`src/rtl/tickdiv_pkg.sv`:
```
// tickdiv_pkg: shared widths, the divisor typedef and standard-rate divisors
// for tick_divider. The divisor constants assume a 50 MHz system clock.
package tickdiv_pkg;

  localparam int CNT_W_DEF = 28;

  typedef logic [CNT_W_DEF-1:0] div_t;

  // A divisor D gives a period of D+1 cycles.
  function automatic div_t period_to_div(input int unsigned cycles);
    return div_t'(cycles - 1);
  endfunction

  localparam div_t DIV_1HZ   = div_t'(49_999_999);
  localparam div_t DIV_10HZ  = div_t'(4_999_999);
  localparam div_t DIV_100HZ = div_t'(499_999);
  localparam div_t DIV_1KHZ  = div_t'(49_999);
  localparam div_t DIV_10KHZ = div_t'(4_999);

endpackage

```
`src/rtl/tickdiv_channel.sv`:
```
// tickdiv_channel: one divider channel (divisor, counter, tick strobe and,
// with TICKDIV_SQUARE_EN defined, the square-wave toggle flop).
import tickdiv_pkg::*;

module tickdiv_channel #(
  parameter int               CNT_W   = CNT_W_DEF,
  parameter logic [CNT_W-1:0] DIV_RST = '1
) (
  input  logic             clk_i,
  input  logic             rst_i,
  input  logic             en_i,
  input  logic             wr_i,
  input  logic [CNT_W-1:0] wr_div_i,
  output logic             tick_o
`ifdef TICKDIV_SQUARE_EN
  ,output logic            sq_o
`endif
);

  logic [CNT_W-1:0] div_q, div_d;
  logic [CNT_W-1:0] cnt_q, cnt_d;
  logic             tick_q, tick_d;
  logic             term;

  // cnt never passes div, so equality is the only terminal condition needed
  assign term = (cnt_q == div_q);

  // Next state: write beats disable beats terminal count beats count
  always_comb begin
    div_d  = div_q;
    cnt_d  = cnt_q;
    tick_d = 1'b0;
    if (wr_i) begin
      div_d = wr_div_i;
      cnt_d = '0;
    end else if (!en_i) begin
      cnt_d = cnt_q;
    end else if (term) begin
      cnt_d  = '0;
      tick_d = 1'b1;
    end else begin
      cnt_d = cnt_q + CNT_W'(1);
    end
  end

  // Channel state registers
  always_ff @(posedge clk_i or posedge rst_i) begin
    if (rst_i) begin
      div_q  <= DIV_RST;
      cnt_q  <= '0;
      tick_q <= 1'b0;
    end else begin
      div_q  <= div_d;
      cnt_q  <= cnt_d;
      tick_q <= tick_d;
    end
  end

  assign tick_o = tick_q;

`ifdef TICKDIV_SQUARE_EN
  logic sq_q, sq_d;

  // Square output flips exactly when a tick is being issued
  always_comb begin
    sq_d = sq_q;
    if (!wr_i && en_i && term) sq_d = ~sq_q;
  end

  // Square toggle flop
  always_ff @(posedge clk_i or posedge rst_i) begin
    if (rst_i) sq_q <= 1'b0;
    else       sq_q <= sq_d;
  end

  assign sq_o = sq_q;
`endif

endmodule

```
`src/rtl/tick_divider.sv`:
```
// tick_divider: NUM_CH independent synchronous dividers on one clock, each
// producing a one-cycle tick used as a clock enable downstream.
// Define TICKDIV_SQUARE_EN to add the sq_o square outputs.
import tickdiv_pkg::*;

module tick_divider #(
  parameter int               NUM_CH  = 4,
  parameter int               CNT_W   = CNT_W_DEF,
  parameter logic [CNT_W-1:0] DIV_RST = '1,
  localparam int              CH_W    = (NUM_CH > 1) ? $clog2(NUM_CH) : 1
) (
  input  logic              clk_i,
  input  logic              rst_i,
  input  logic [NUM_CH-1:0] en_i,
  input  logic              wr_en_i,
  input  logic [CH_W-1:0]   wr_ch_i,
  input  logic [CNT_W-1:0]  wr_div_i,
  output logic [NUM_CH-1:0] tick_o
`ifdef TICKDIV_SQUARE_EN
  ,output logic [NUM_CH-1:0] sq_o
`endif
);

  // Indices past the last channel (non power-of-two NUM_CH) are dropped
  logic wr_ok;
  assign wr_ok = wr_en_i && (int'(wr_ch_i) < NUM_CH);

  for (genvar i = 0; i < NUM_CH; i++) begin : g_ch
    logic wr_sel;
    assign wr_sel = wr_ok && (wr_ch_i == CH_W'(i));

    tickdiv_channel #(
      .CNT_W   (CNT_W),
      .DIV_RST (DIV_RST)
    ) u_ch (
      .clk_i    (clk_i),
      .rst_i    (rst_i),
      .en_i     (en_i[i]),
      .wr_i     (wr_sel),
      .wr_div_i (wr_div_i),
      .tick_o   (tick_o[i])
`ifdef TICKDIV_SQUARE_EN
      ,.sq_o    (sq_o[i])
`endif
    );
  end

endmodule

```
`config.mk`:
```
export PLATFORM = sky130hd
export DESIGN_NAME = tick_divider
export DESIGN_NICKNAME = d
export VERILOG_FILES = /design/src/rtl/tickdiv_pkg.sv /design/src/rtl/tickdiv_channel.sv /design/src/rtl/tick_divider.sv
export SDC_FILE = /design/constraint.sdc
export NUM_CORES = 1
export LEC_CHECK = 0
export ABC_CLOCK_PERIOD_IN_PS = 7100
export BUFFER_PORTS_ARGS = -buffer_cell sky130_fd_sc_hd__buf_2
export CORE_MARGIN = 2
export CORE_UTILIZATION = 58
export CTS_BUF_LIST = sky130_fd_sc_hd__clkbuf_4 sky130_fd_sc_hd__clkbuf_8
export DETAILED_ROUTE_END_ITERATION = 12
export PLACE_DENSITY = 0.82
export SLEW_MARGIN = 30
export SYNTH_ARGS = -nofsm -noshare
export SYNTH_HDL_FRONTEND = slang
export SYNTH_SLANG_ARGS = --single-unit
```
`constraint.sdc`:
```
create_clock -name clk_i -period 7.1 [get_ports clk_i]
set_input_delay 1.42 -clock clk_i [delete_from_list [all_inputs] [get_ports clk_i]]
set_output_delay 1.42 -clock clk_i [all_outputs]
set_load 0.01 [all_outputs]
```
==> results of run 1 <==
## cells in the final DEF (no fill, tap or decap), types with 5 or more instances in the layout
master	n
sky130_fd_sc_hd__nand2_1	132
sky130_fd_sc_hd__nor2_1	124
sky130_fd_sc_hd__xnor2_1	119
sky130_fd_sc_hd__dfrtp_1	116
sky130_fd_sc_hd__dfstp_2	112
sky130_fd_sc_hd__mux2_2	85
sky130_fd_sc_hd__xor2_1	79
sky130_fd_sc_hd__nand3_1	60
sky130_fd_sc_hd__clkbuf_8	47
sky130_fd_sc_hd__nand4_1	45
sky130_fd_sc_hd__buf_2	40
sky130_fd_sc_hd__and3_1	24
sky130_fd_sc_hd__clkbuf_4	21
sky130_fd_sc_hd__nor4_1	17
sky130_fd_sc_hd__nor3_1	12
sky130_fd_sc_hd__inv_1	10
sky130_fd_sc_hd__a221o_1	8
sky130_fd_sc_hd__o21ai_1	8
sky130_fd_sc_hd__and4_1	6
sky130_fd_sc_hd__a22o_1	5
sky130_fd_sc_hd__buf_4	5
## registers in the layout, summed over array words and instances, names as in the netlist
register          cells
g_ch.u_ch.cnt_q     112
g_ch.u_ch.div_q     112
g_ch.u_ch.tick_o      4
## power by group
part	switching (mW)	leakage, nW	total [mW]	internal, mW
Sequential	0.127	2.78	1.65	1.53
Clock	0.529	0.456	1.27	0.744
Combinational	0.204	2.16	0.414	0.210
## how the worst min path moves through the flow
stage	start	to	slack, ns
detailed placement	g_ch[2].u_ch.div_q[25]	g_ch[2].u_ch.div_q[25]	0.46
CTS	g_ch[2].u_ch.div_q[25]	g_ch[2].u_ch.div_q[25]	0.47
finish	g_ch[2].u_ch.div_q[25]	g_ch[2].u_ch.div_q[25]	0.46
global placement	g_ch[2].u_ch.div_q[24]	g_ch[2].u_ch.div_q[24]	0.45
global route	g_ch[2].u_ch.div_q[27]	g_ch[2].u_ch.div_q[27]	0.48
floorplan	g_ch[2].u_ch.div_q[0]	g_ch[2].u_ch.div_q[0]	0.45
## worst register-to-register path: stages, from the launching register on
cell and delay, ns:
sky130_fd_sc_hd__dfstp_2 0.55, sky130_fd_sc_hd__xnor2_1 0.15, sky130_fd_sc_hd__nand4_1 0.14, sky130_fd_sc_hd__nor4_1 0.69, sky130_fd_sc_hd__nand3_1 0.16, sky130_fd_sc_hd__nand2_1 0.59, sky130_fd_sc_hd__nor2_1 0.14
## per-layer routing
layer / wire length (um) / GRT usage (%)
met2: 12200 / 41.8
met3: 1780 / 4.70
met5: 0 / 0
met1: 11200 / 36.8
met4: 1140 / 11.1
## area by class of cell
type	count	area, um2
clock buffer	68	805
clock inverter	3	40.0
fill	1506	6630
inverter	11	45.0
multi-input combinational	784	5260
sequential	228	5850
tap	265	332
timing repair buffer	48	313
## logic make-up (layout without fill, tap and decap cells)
family          after synthesis  count (layout)  synth area share [%]
simple gates                452             452                  19.2
fa+ha+maj                     4               4                 0.443
buf+inv                      46             130                  1.87
mux                          86              86                  8.55
flops                       228             228                  51.7
compound gates               44              44                  2.94
xor+xnor                    198             198                  15.3
## stage by stage
stage / utilization (%) / cells / hold slack, ns
detailed placement: 60.9 / 1334 / 0.456
floorplan: - / 1058 / 0.446
CTS: 65.3 / 1405 / 0.466
finish: 65.6 / 1407 / 0.464
global route: 65.6 / 1407 / 0.479
global placement: 60.9 / 1334 / 0.454
==> results.md, run 1 <==
Run status:
- The run finished with clean final reports.

Clock tree:
- Clock tree synthesis found a total of 228 sinks.
- The worst-case clock buffer depth is 3.
- The post-CTS setup repair buffer count is 0.
- The total clock buffers created by CTS is 39.
- The hold buffer count at cts is 0.
- The worst-skew pair later-pin latency is 0.53 ns.
- The clock tree from TritonCTS is done.
- CTS placed an instance of sky130_fd_sc_hd__clkbuf_8 at the clock tree root.
- The quantity of gates resized following cts is 0.
- The clock transition at the registers of the reported paths is 0.06 ns.
- The total number of H-tree levels is 2.

Setup path:
- Following the worst setup path forward leads to its endpoint at g_ch[2].u_ch.cnt_q[27].
- The capture instance of the worst register-to-register path is g_ch[2].u_ch.cnt_q[8].
- At the worst endpoint, the arrival time is 3.42 ns.
- The cell with the largest stage delay on the worst path is sky130_fd_sc_hd__and3b_2.
- The kind of start point of the critical path is an input pin.
- The critical path crosses 7 cells after its start point.
- On the worst path, the slowest cell contributes a delay of 0.64 ns.
- Along the worst path, the maximum fanout reaches 31.
- Among cell families on the critical path, the largest total delay comes from simple AND/OR/NAND/NOR gates.
- The worst reg2reg path depth is 6.
- The critical path goes through buf_2 > and3b_2 > o2111ai_1 > nor3_2 > nand3_1 > xor2_1 > nor2_1.
- The timing startpoint of the critical path is wr_ch_i[0].
- The startpoint identified for the worst register-to-register timing path is g_ch[2].u_ch.div_q[5].
- The worst path buffer plus inverter count is 1.
- STA classifies the critical path endpoint as a flip-flop.
- The kind of critical path is input pin to flip-flop.
- The data required time at the worst endpoint is 7.48 ns.
- The worst register-to-register path has a setup slack of 4.53 ns.

STA:
- The final count of pins violating max slew came to 0.
- The slew at the pin closest to its max-slew limit is 0.874 ns.
- The headroom to the max-slew limit is 41.6%.
- Setup violations remaining at the end of the flow were counted as 0.
- The final critical path time including I/O delays and setup is 3.04 ns.
- After layout, the worst setup slack is 4.06 ns.
- Setup total negative slack on the finished layout was measured at 0 ns.
- Setup repair after global routing left no endpoint under its margin.
- The setup skew after layout is 0.0118 ns.
- The final hold violation count came to 0.
- Based on the critical path, the design can be clocked at up to 329 MHz.
- The final critical-path share of the clock period is 42.8%.

Placement:
- Buffers placed on the I/O ports in this run total 40.
- The instance area after placement is 0.0117 mm2.
- Prior to clock tree synthesis, the placed netlist has a worst setup slack of 3.59 ns.
- The HPWL after detailed placement is 17,600 um.
- The routability congestion estimate is 0.855.

Floorplan:
- The area of the placeable core is 0.0193 mm2.
- For this configuration, the core starts out at a cell density of 58.7%.
- The horizontal extent of the die is 144 um.
- The number of standard-cell rows in the floorplan is 51.
- The overall die height is 144 um.
- The area of the die is 0.0206 mm2.
- For this design the top-level I/O count stands at 41.

Layout:
- At the end of the flow, the number of nets in the layout was 1,153.
- The proportion of layout cells with a drive suffix above 1 is 28.8%.
- The antenna diode count is 0.
- Once layout is done, the placed cells without fillers occupy 0.0126 mm2.
- The synthesis-to-layout area growth is 11.8%.

Synthesis:
- Summed over its instances, the top area cell type makes up 26.0% of the synthesized netlist area.
- The post-synthesis async set-or-reset flop share is 100%.
- The number of distinct standard cells referenced by the synthesized netlist is 53.
- In the post-synthesis netlist, the biggest area contributors are sky130_fd_sc_hd__dfstp_2 (26%), sky130_fd_sc_hd__dfrtp_1 (26%), sky130_fd_sc_hd__xnor2_1 (9.2%), sky130_fd_sc_hd__mux2_2 (8.5%), sky130_fd_sc_hd__xor2_1 (6.1%).
- The post-synthesis instance area is 0.0113 mm2.
- The total nets after synthesis is 1,099.
- The mean post-synth cell area is 10.7 um2.
- By count the netlist is led by sky130_fd_sc_hd__nand2_1 (132), sky130_fd_sc_hd__nor2_1 (124), sky130_fd_sc_hd__xnor2_1 (119).
- The number of synthesized flops with an enable pin is 0.
- Yosys printed 0 warnings.
- The proportion of synthesized chip area in sequential cells is 51.7%.
- The largest total area in the synthesized netlist belongs to sky130_fd_sc_hd__dfstp_2.
- The top flip-flop cell by instance count after synthesis is sky130_fd_sc_hd__dfrtp_1.
- In this run, synthesis produced a sequential element count of 228.
- The most frequent cell after synthesis is sky130_fd_sc_hd__nand2_1.
- Synthesis produced a netlist whose cell count is 1,058.

Detailed routing:
- In this run the remaining antenna-violating nets after routing total 0.
- The first-pass iteration count of the detailed router is 5.
- The DRC violation count after routing is 0.
- The detail-routed net length per standard cell is 18.7 um.
- The iteration-0 DRC count of the detailed router is 562.
- After detailed routing, the number of vias per cell comes to 5.77.
- The detailed router placed 8,123 vias in this run.
- Summed over all layers, the routed wires come to 26,300 um.

GRT:
- The wire length of the first global-routing pass is 42,600 um.
- Entering global routing, the biggest net connects 186 pins.
- In the global route stage, overall resource usage came out at 26.6%.
- The remaining global-route overflow is 0.
- The number of global-route vias before repair is 8,098.
- The initial antenna violation count was 0.

Worst hold path:
- The worst hold path belongs to the class flip-flop to flip-flop.
- The worst hold path was traced through 2 stages.

Power:
- After layout, the design draws a total of 3.34 mW.
- The maximum resistive drop on vdd is 0.163 mV.
- In this run the power density over the cells is 264 mW/mm2.
- For this design the static power due to leakage is 5.39 nW.

Flow run:
- Across the run, the number of max-cap violations was 0.
Note: power is estimated with default switching activity, not from simulation.
==> run 2: changes to the inputs <==
Settings changed: ABC_AREA from default to 1, ABC_CLOCK_PERIOD_IN_PS 7100 to 2970, CORE_UTILIZATION 58 to 65, PLACE_DENSITY 0.82 to 0.87.
Clock period 7.1 ns to 2.97 ns, I/O delays scaled along.
==> results.md, run 2 <==
Run status:
- The flow ran to the end, and the final reports show no timing, DRC or antenna violations.

Power:
- The maximum resistive drop on vdd came to 0.385 mV (+140%).
- The total power of the final layout was 8.16 mW (+140%).
- The leakage power summed over all cells was 6.00 nW (+11%).
- The total power density per cell area is 592 mW/mm2 (+120%).

GRT:
- The maximum number of pins on one net before global-route repair was 115 (-38%).
- The initial antenna violation count is 0 (unchanged).
- The global-route usage over all layers was 31.8% (+5.2 points).
- The remaining global-route overflow came to 0 (unchanged).
- The wire length of the first global-routing pass was 51,300 um (+20%).
- The number of global-route vias before repair is 10.3k (+27%).

Floorplan:
- The number of standard-cell rows in the floorplan is 50 (-2.0%).
- The I/O pin total came to 41 (unchanged).
- The initial core utilization is 66.7% (+8.0 points).
- The overall die height is 143 um (-0.45%).
- The area of the placeable core is 0.0188 mm2 (-2.3%).
- The area of the die came to 0.0204 mm2 (-0.89%).
- The horizontal extent of the die was 143 um (-0.45%).

STA:
- In the finished design, the share of the clock period the worst path needs comes to 71.5%.
- The final critical path time including I/O delays and setup is 2.12 ns.
- The final hold violation count came to 0 (unchanged).
- The total of endpoints with negative setup slack in the final report is 0 (unchanged).
- The slew at the pin closest to its max-slew limit was 0.830 ns (-0.0435 ns).
- The final count of pins violating max slew is 0 (unchanged).
- The minimum hold slack is 0.232 ns (-0.233 ns).
- Setup repair after global routing left no endpoint under its margin.
- The maximum clock frequency is 471 MHz.
- The headroom to the max-slew limit was 44.5% (+2.9 points).
- The setup skew after layout was 0.0189 ns (+0.00711 ns).

Setup path:
- The arrival time reported for the critical path endpoint is 2.51 ns (-0.91 ns).
- The data required time at the worst endpoint is 3.36 ns (-4.12 ns).
- The highest net fanout along the worst path is 23 (-26%).
- The kind of start point of the critical path is a flip-flop.
- The kind of critical path is flip-flop to flip-flop.
- The kind of end point of the critical path is a flip-flop.

Detailed routing:
- The iteration-0 DRC count of the detailed router is 953 (+70%).
- The via count is 10.7k (+32%).
- The DRC violation count after routing is 0 (unchanged).
- The post-detailed-route via-to-cell ratio is 5.56 (-3.7%).
- The antenna violation net count after detailed routing is 0 (unchanged).
- The detail-routed net length per standard cell is 15.9 um (-15%).
- The total length of routed wires was 30,700 um (+17%).
- The first-pass iteration count of the detailed router is 6 (+1).

Synthesis:
- In the synthesized netlist the dominant register cell turns out to be sky130_fd_sc_hd__dfrtp_1.
- The flip-flop and latch count after synthesis was 228 (unchanged).
- The number of instances in the synthesized netlist is 1,600 (+51%).
- The post-synthesis async set-or-reset flop share is 100% (unchanged).
- The most frequent cell after synthesis is sky130_fd_sc_hd__nand2_1.
- The number of distinct standard cells referenced by the synthesized netlist is 37 (-30%).
- The most area-hungry cell type in the Yosys netlist is sky130_fd_sc_hd__dfstp_2.
- The total nets after synthesis was 1,641 (+49%).
- After synthesis, the most frequently instantiated cells are sky130_fd_sc_hd__nand2_1 (443), sky130_fd_sc_hd__nor2_1 (227), sky130_fd_sc_hd__inv_1 (138).
- The yosys synthesis warning count is 0 (unchanged).
- The post-synthesis instance area came to 0.0126 mm2 (+11%).
- The proportion of synthesized chip area in sequential cells is 46.6% (-5.1 points).
- The number of synthesized flops with an enable pin is 0 (unchanged).
- In the post-synthesis netlist, the biggest area contributors are sky130_fd_sc_hd__dfstp_2 (23%), sky130_fd_sc_hd__dfrtp_1 (23%), sky130_fd_sc_hd__nand2_1 (13%), sky130_fd_sc_hd__xnor2_1 (8.2%), sky130_fd_sc_hd__nor2_1 (6.8%).
- The area fraction of the dominant cell type after synthesis is 23.4% (-2.6 points).
- The mean post-synth cell area was 7.85 um2 (-27%).

Layout:
- The sequential cell area came to 0.00585 mm2 (unchanged).
- The final-layout fill cell count is 1,384 (-8.1%).
- The number of nets at the end of the flow was 1,676 (+45%).
- The multi-input gate area in the final layout was 0.00591 mm2 (+12%).
- The final cell count without fillers is 1,926 (+37%).
- The area growth from synthesis to layout is 9.82%.
- The final core utilization is 73.2% (+7.6 points).
- The antenna diode count is 0 (unchanged).
- The leading cell type in the layout, fill and taps excluded is sky130_fd_sc_hd__nand2_1.
- The proportion of layout cells with a drive suffix above 1 is 16.2% (-13 points).
- In the layout the commonest cells are sky130_fd_sc_hd__nand2_1 (443), sky130_fd_sc_hd__nor2_1 (227), sky130_fd_sc_hd__inv_1 (137), sky130_fd_sc_hd__o21ai_0 (134), sky130_fd_sc_hd__xnor2_1 (118).

Placement:
- The routability congestion estimate is 0.977 (+14%).
- The instance count after placement with tap cells included is 1,854 (+39%).
- The number of port buffers is 40 (unchanged).
- The HPWL after detailed placement is 21,900 um (+24%).

Clock tree:
- The quantity of gates resized following cts is 0 (unchanged).
- The clock transition at the registers of the reported paths is 0.06 ns (about the same).
- The worst-case clock buffer depth is 3 (unchanged).
- TritonCTS built the clock tree.
- The hold buffer count at cts came to 0 (unchanged).
- The worst-skew pair later-pin latency is 0.56 ns (+0.03 ns).
- The number of clock sinks seen by CTS is 228 (unchanged).
- The post-CTS setup repair buffer count is 0 (unchanged).
- The total number of H-tree levels is 2 (unchanged).
- Clock tree synthesis selected as its root buffer the cell sky130_fd_sc_hd__clkbuf_8.
- The total clock buffers created by CTS was 39 (unchanged).

Flow run:
- The max-cap check violation count is 0 (unchanged).

Worst hold path:
- The type of the worst min-delay path is input pin to asynchronous set/reset pin.
## run 2: cell count changes after synthesis, sizes merged, moves of 19 or more
| cell | before | now |
|---|---|---|
| nand2 | 133 | 451 |
| inv | 11 | 142 |
| o21ai | 11 | 138 |
| nor2 | 125 | 241 |
| mux2 | 85 | 0 |
| xor2 | 79 | 45 |
| nand3 | 62 | 90 |
| and3 | 24 | 0 |
| buf | 15 | 34 |
## run 2: cell families after synthesis
group / share of synthesized area (%)
xor gates and xnor gates: 11.4
and+or+nand+nor: 29.4
AOI/OAI and AO/OA: 5.82
adders and majority gates: 0.399
DFF: 46.6
buffers and inverters: 6.43
## run 2: worst max-delay path, cell delays in order, from the launching register on
cell,delay (ns)
sky130_fd_sc_hd__dfstp_2,0.55
sky130_fd_sc_hd__xnor2_1,0.12
sky130_fd_sc_hd__nand2_1,0.09
sky130_fd_sc_hd__nor2_1,0.11
sky130_fd_sc_hd__nand2_1,0.09
sky130_fd_sc_hd__nor2_1,0.18
sky130_fd_sc_hd__nand3_1,0.12
sky130_fd_sc_hd__nand2_1,0.62
sky130_fd_sc_hd__nor2_1,0.10
## run 2: path summary, 6_finish.rpt
| kind | start | end | slack, ns | cells after the start |
|---|---|---|---|---|
| hold reg to reg | g_ch[0].u_ch.div_q[12] | g_ch[0].u_ch.div_q[12] | 0.49 | 2 |
| setup reg to reg | g_ch[1].u_ch.div_q[12] | g_ch[1].u_ch.cnt_q[12] | 0.85 | 8 |
| setup / recovery | g_ch[1].u_ch.div_q[12] | g_ch[1].u_ch.cnt_q[12] | 0.85 | 8 |
| min in group clk_i | en_i[1] | g_ch[1].u_ch.tick_o | 0.35 | 3 |
| hold / removal | rst_i | g_ch[1].u_ch.cnt_q[4] | 0.23 | 3 |
| max in group asynchronous | rst_i | g_ch[3].u_ch.cnt_q[22] | 2.09 | 3 |
## run 2: final cells by class
| cell class | count | share of cell area (%) |
|---|---|---|
| tap | 260 | 2.36 |
| clock inverter | 18 | 1.29 |
| clock buffer | 54 | 5.12 |
| inverter | 143 | 3.92 |
| sequential | 228 | 42.4 |
| multi-input combinational | 1174 | 42.9 |
| timing repair buffer | 49 | 2.03 |
## run 2: power breakdown
| group | internal [mW] | switching (mW) |
|---|---|---|
| clock network | 1.82 | 1.36 |
| registers | 3.61 | 0.311 |
| logic | 0.461 | 0.596 |
## run 2: stage by stage
step | TNS (ns) | worst slack [ns] | cell area, um2
6_report | 0 | 0.845 | 13800
5_1_grt | 0 | 0.706 | 13800
4_1_cts | 0 | 0.889 | 13800
3_5_place_dp | 0 | 0.841 | 12900
3_3_place_gp | 0 | 0.907 | 12900
2_1_floorplan | -59.45 | -0.513 | 12600
## run 2: routing by layer
metal | GRT usage (%) | routed length, um | up-vias
met5 | 0 | 0 | -
li1 | - | - | 5108
met1 | 44.3 | 13100 | 5074
met3 | 4.56 | 2160 | 107
met4 | 14.6 | 1410 | 0
met2 | 49.8 | 14000 | 415
==> run 3: changes to the inputs <==
Settings changed: ABC_CLOCK_PERIOD_IN_PS 2970 to 1950, CORE_UTILIZATION 65 to 59, PLACE_DENSITY 0.87 to 0.83.
Clock period 2.97 ns to 1.95 ns, I/O delays scaled along.
==> results.md, run 3 (synthesized netlist as in run 2, its figures left out) <==
Run status:
- The flow ran to the end, and the final reports show no timing, DRC or antenna violations.

Layout:
- The leading cell type in the layout, fill and taps excluded is sky130_fd_sc_hd__nand2_1.
- Relative to the synthesized area, the layout overhead comes to 12.4%.
- The proportion of layout cells with a drive suffix above 1 is 17.7% (+1.5 points).
- In the layout the commonest cells are sky130_fd_sc_hd__nand2_1 (442), sky130_fd_sc_hd__nor2_1 (225), sky130_fd_sc_hd__inv_1 (137), sky130_fd_sc_hd__o21ai_0 (134), sky130_fd_sc_hd__xnor2_1 (117).
- The antenna diode count is 0 (unchanged).
- The final-layout fill cell count was 1,709 (+23%).
- The number of nets at the end of the flow came to 1,701 (+1.5%).
- The post-layout instance area is 0.0141 mm2 (+2.3%).

Placement:
- The post-placement worst setup slack is 0.106 ns (-0.734 ns).
- The routability congestion estimate is 0.956 (-2.2%).
- The instance area after placement is 0.0132 mm2 (+2.1%).
- The number of port buffers came to 40 (unchanged).
- The HPWL after detailed placement came to 22,800 um (+4.3%).

Power:
- The leakage power summed over all cells is 6.18 nW (+2.9%).
- The total power density per cell area came to 897 mW/mm2 (+52%).
- The maximum resistive drop on vdd is 0.658 mV (+71%).
- The total power of the final layout is 12.7 mW (+55%).

Setup path:
- The worst setup path is launched from a flip-flop.
- The arrival time reported for the critical path endpoint is 2.27 ns (-0.24 ns).
- The largest stage delay on the critical path is 0.57 ns (-0.05 ns).
- The cell family with the largest share of critical-path delay is simple AND/OR/NAND/NOR gates.
- The cell with the largest stage delay on the worst path is sky130_fd_sc_hd__dfstp_2.
- The highest net fanout along the worst path came to 24 (+4.3%).
- Traced cell by cell, the critical path runs through xnor2_2 > nand2_1 > nor2_1 > nand2_1 > nor2_1 > nand3_1 > nand2_1 > buf_12 > nor2_1.
- The worst path buffer plus inverter count came to 1 (+1).
- The worst setup path is captured at a flip-flop.
- The critical path is of the flip-flop to flip-flop type.
- The data required time at the worst endpoint was 2.38 ns (-0.98 ns).

Floorplan:
- The horizontal extent of the die is 150 um (+4.8%).
- The area of the placeable core is 0.0210 mm2 (+11%).
- The I/O pin total is 41 (unchanged).
- The overall die height came to 150 um (+4.8%).
- The number of standard-cell rows in the floorplan came to 53 (+6.0%).
- The initial core utilization was 59.9% (-6.8 points).
- The area of the die is 0.0225 mm2 (+9.9%).

Detailed routing:
- The total length of routed wires is 31,700 um (+3.3%).
- The DRC violation count after routing was 0 (unchanged).
- The met2 wire length is 14,300 um (+1.7%).
- The routed metal-1 wirelength is 13,500 um (+2.6%).
- The first-pass iteration count of the detailed router came to 6 (unchanged).
- The antenna violation net count after detailed routing came to 0 (unchanged).
- The post-detailed-route via-to-cell ratio is 5.43 (-2.3%).
- The via count is 10.7k (-0.35%).
- The uppermost layer routed is met4.
- The iteration-0 DRC count of the detailed router is 866 (-9.1%).
- The detail-routed net length per standard cell is 16.1 um (+1.2%).
- The length of routed met3 wiring came to 2370 um (+10%).

STA:
- The final count of pins violating max slew is 0 (unchanged).
- The slew at the pin closest to its max-slew limit is 0.581 ns (-0.249 ns).
- The setup skew after layout was 0.0238 ns (+0.00487 ns).
- The final hold violation count is 0 (unchanged).
- The final total negative setup slack was 0 ns (unchanged).
- The maximum clock frequency is 542 MHz (+15%).
- The total of endpoints with negative setup slack in the final report is 0 (unchanged).
- The final critical path time including I/O delays and setup is 1.84 ns (-0.280 ns).
- Setup repair after global routing left no endpoint under its margin.
- The minimum hold slack is 0.113 ns (-0.119 ns).
- The least setup slack across all paths after layout came to 0.106 ns (-0.740 ns).
- The final critical-path share of the clock period is 94.6% (+23 points).
- The headroom to the max-slew limit is 61.2% (+17 points).

GRT:
- The maximum number of pins on one net before global-route repair is 62 (-46%).
- The number of global-route vias before repair came to 10.3k (+0.37%).
- The initial antenna violation count is 0 (unchanged).
- The wire length of the first global-routing pass is 51,800 um (+0.96%).
- The remaining global-route overflow is 0 (unchanged).
- The global-route usage over all layers is 29.3% (-2.5 points).

Clock tree:
- The total clock buffers created by CTS is 38 (-2.6%).
- The post-CTS setup repair buffer count is 0 (unchanged).
- The master cell of the clock root buffer is sky130_fd_sc_hd__clkbuf_8.
- The clock transition at the registers of the reported paths is 0.06 ns (about the same).
- The worst-skew pair later-pin latency is 0.56 ns (about the same).
- The total number of H-tree levels is 2 (unchanged).
- The worst-case clock buffer depth is 3 (unchanged).
- The clock tree from TritonCTS is done.
- The number of clock sinks seen by CTS is 228 (unchanged).

Flow run:
- The max-cap check violation count is 0 (unchanged).

Worst hold path:
- The type of the worst min-delay path is input pin to asynchronous set/reset pin.
[run 3: repair_timing]
item                                   in CTS  in global routing
endpoints found under the hold margin       0                  0
gates resized for setup                     0                  5
setup endpoints to repair                   0                 18
hold buffers                                0                  0
[run 3: power breakdown]
group          internal (mW)  total [mW]  switching (mW)
clock                   3.00        5.00            2.00
combinational          0.733        1.66           0.931
sequential              5.50        5.99           0.487
[run 3: through the flow]
stage          cells  utilization, %
3_3_place_gp    1895            62.9
6_report        1965            67.3
3_5_place_dp    1895            62.9
2_1_floorplan   1600               -
5_1_grt         1965            67.3
4_1_cts         1965            67.2
[run 3: cell type report]
type                    instances  area (um2)  area share (%)
well taps                     275         344            2.44
multi-input cells            1174        5930            42.0
inverters                     143         541            3.83
flip-flops and latches        228        5850            41.4
clock buffers                  60         757            5.37
repair buffers                 75         538            3.81
clock inverters                10         153            1.08
[run 3: path summary, 6_finish.rpt]
path                                        start                      to  slack [ns]  cells after the start
max reg2reg                g_ch[2].u_ch.div_q[13]  g_ch[2].u_ch.cnt_q[12]        0.11                      9
min in group clk_i                        en_i[1]     g_ch[1].u_ch.tick_o        0.15                      3
min                                         rst_i  g_ch[1].u_ch.div_q[15]        0.11                      2
min reg2reg                 g_ch[1].u_ch.div_q[4]   g_ch[1].u_ch.div_q[4]        0.50                      2
max                        g_ch[2].u_ch.div_q[13]  g_ch[2].u_ch.cnt_q[12]        0.11                      9
max in group asynchronous                   rst_i  g_ch[2].u_ch.div_q[17]        1.44                      3
[run 3: layer usage]
layer	vias up	GRT usage (%)
met5	-	0
li1	5160	-
met4	0	14.9
met3	103	4.12
met2	447	46.3
met1	4957	39.6
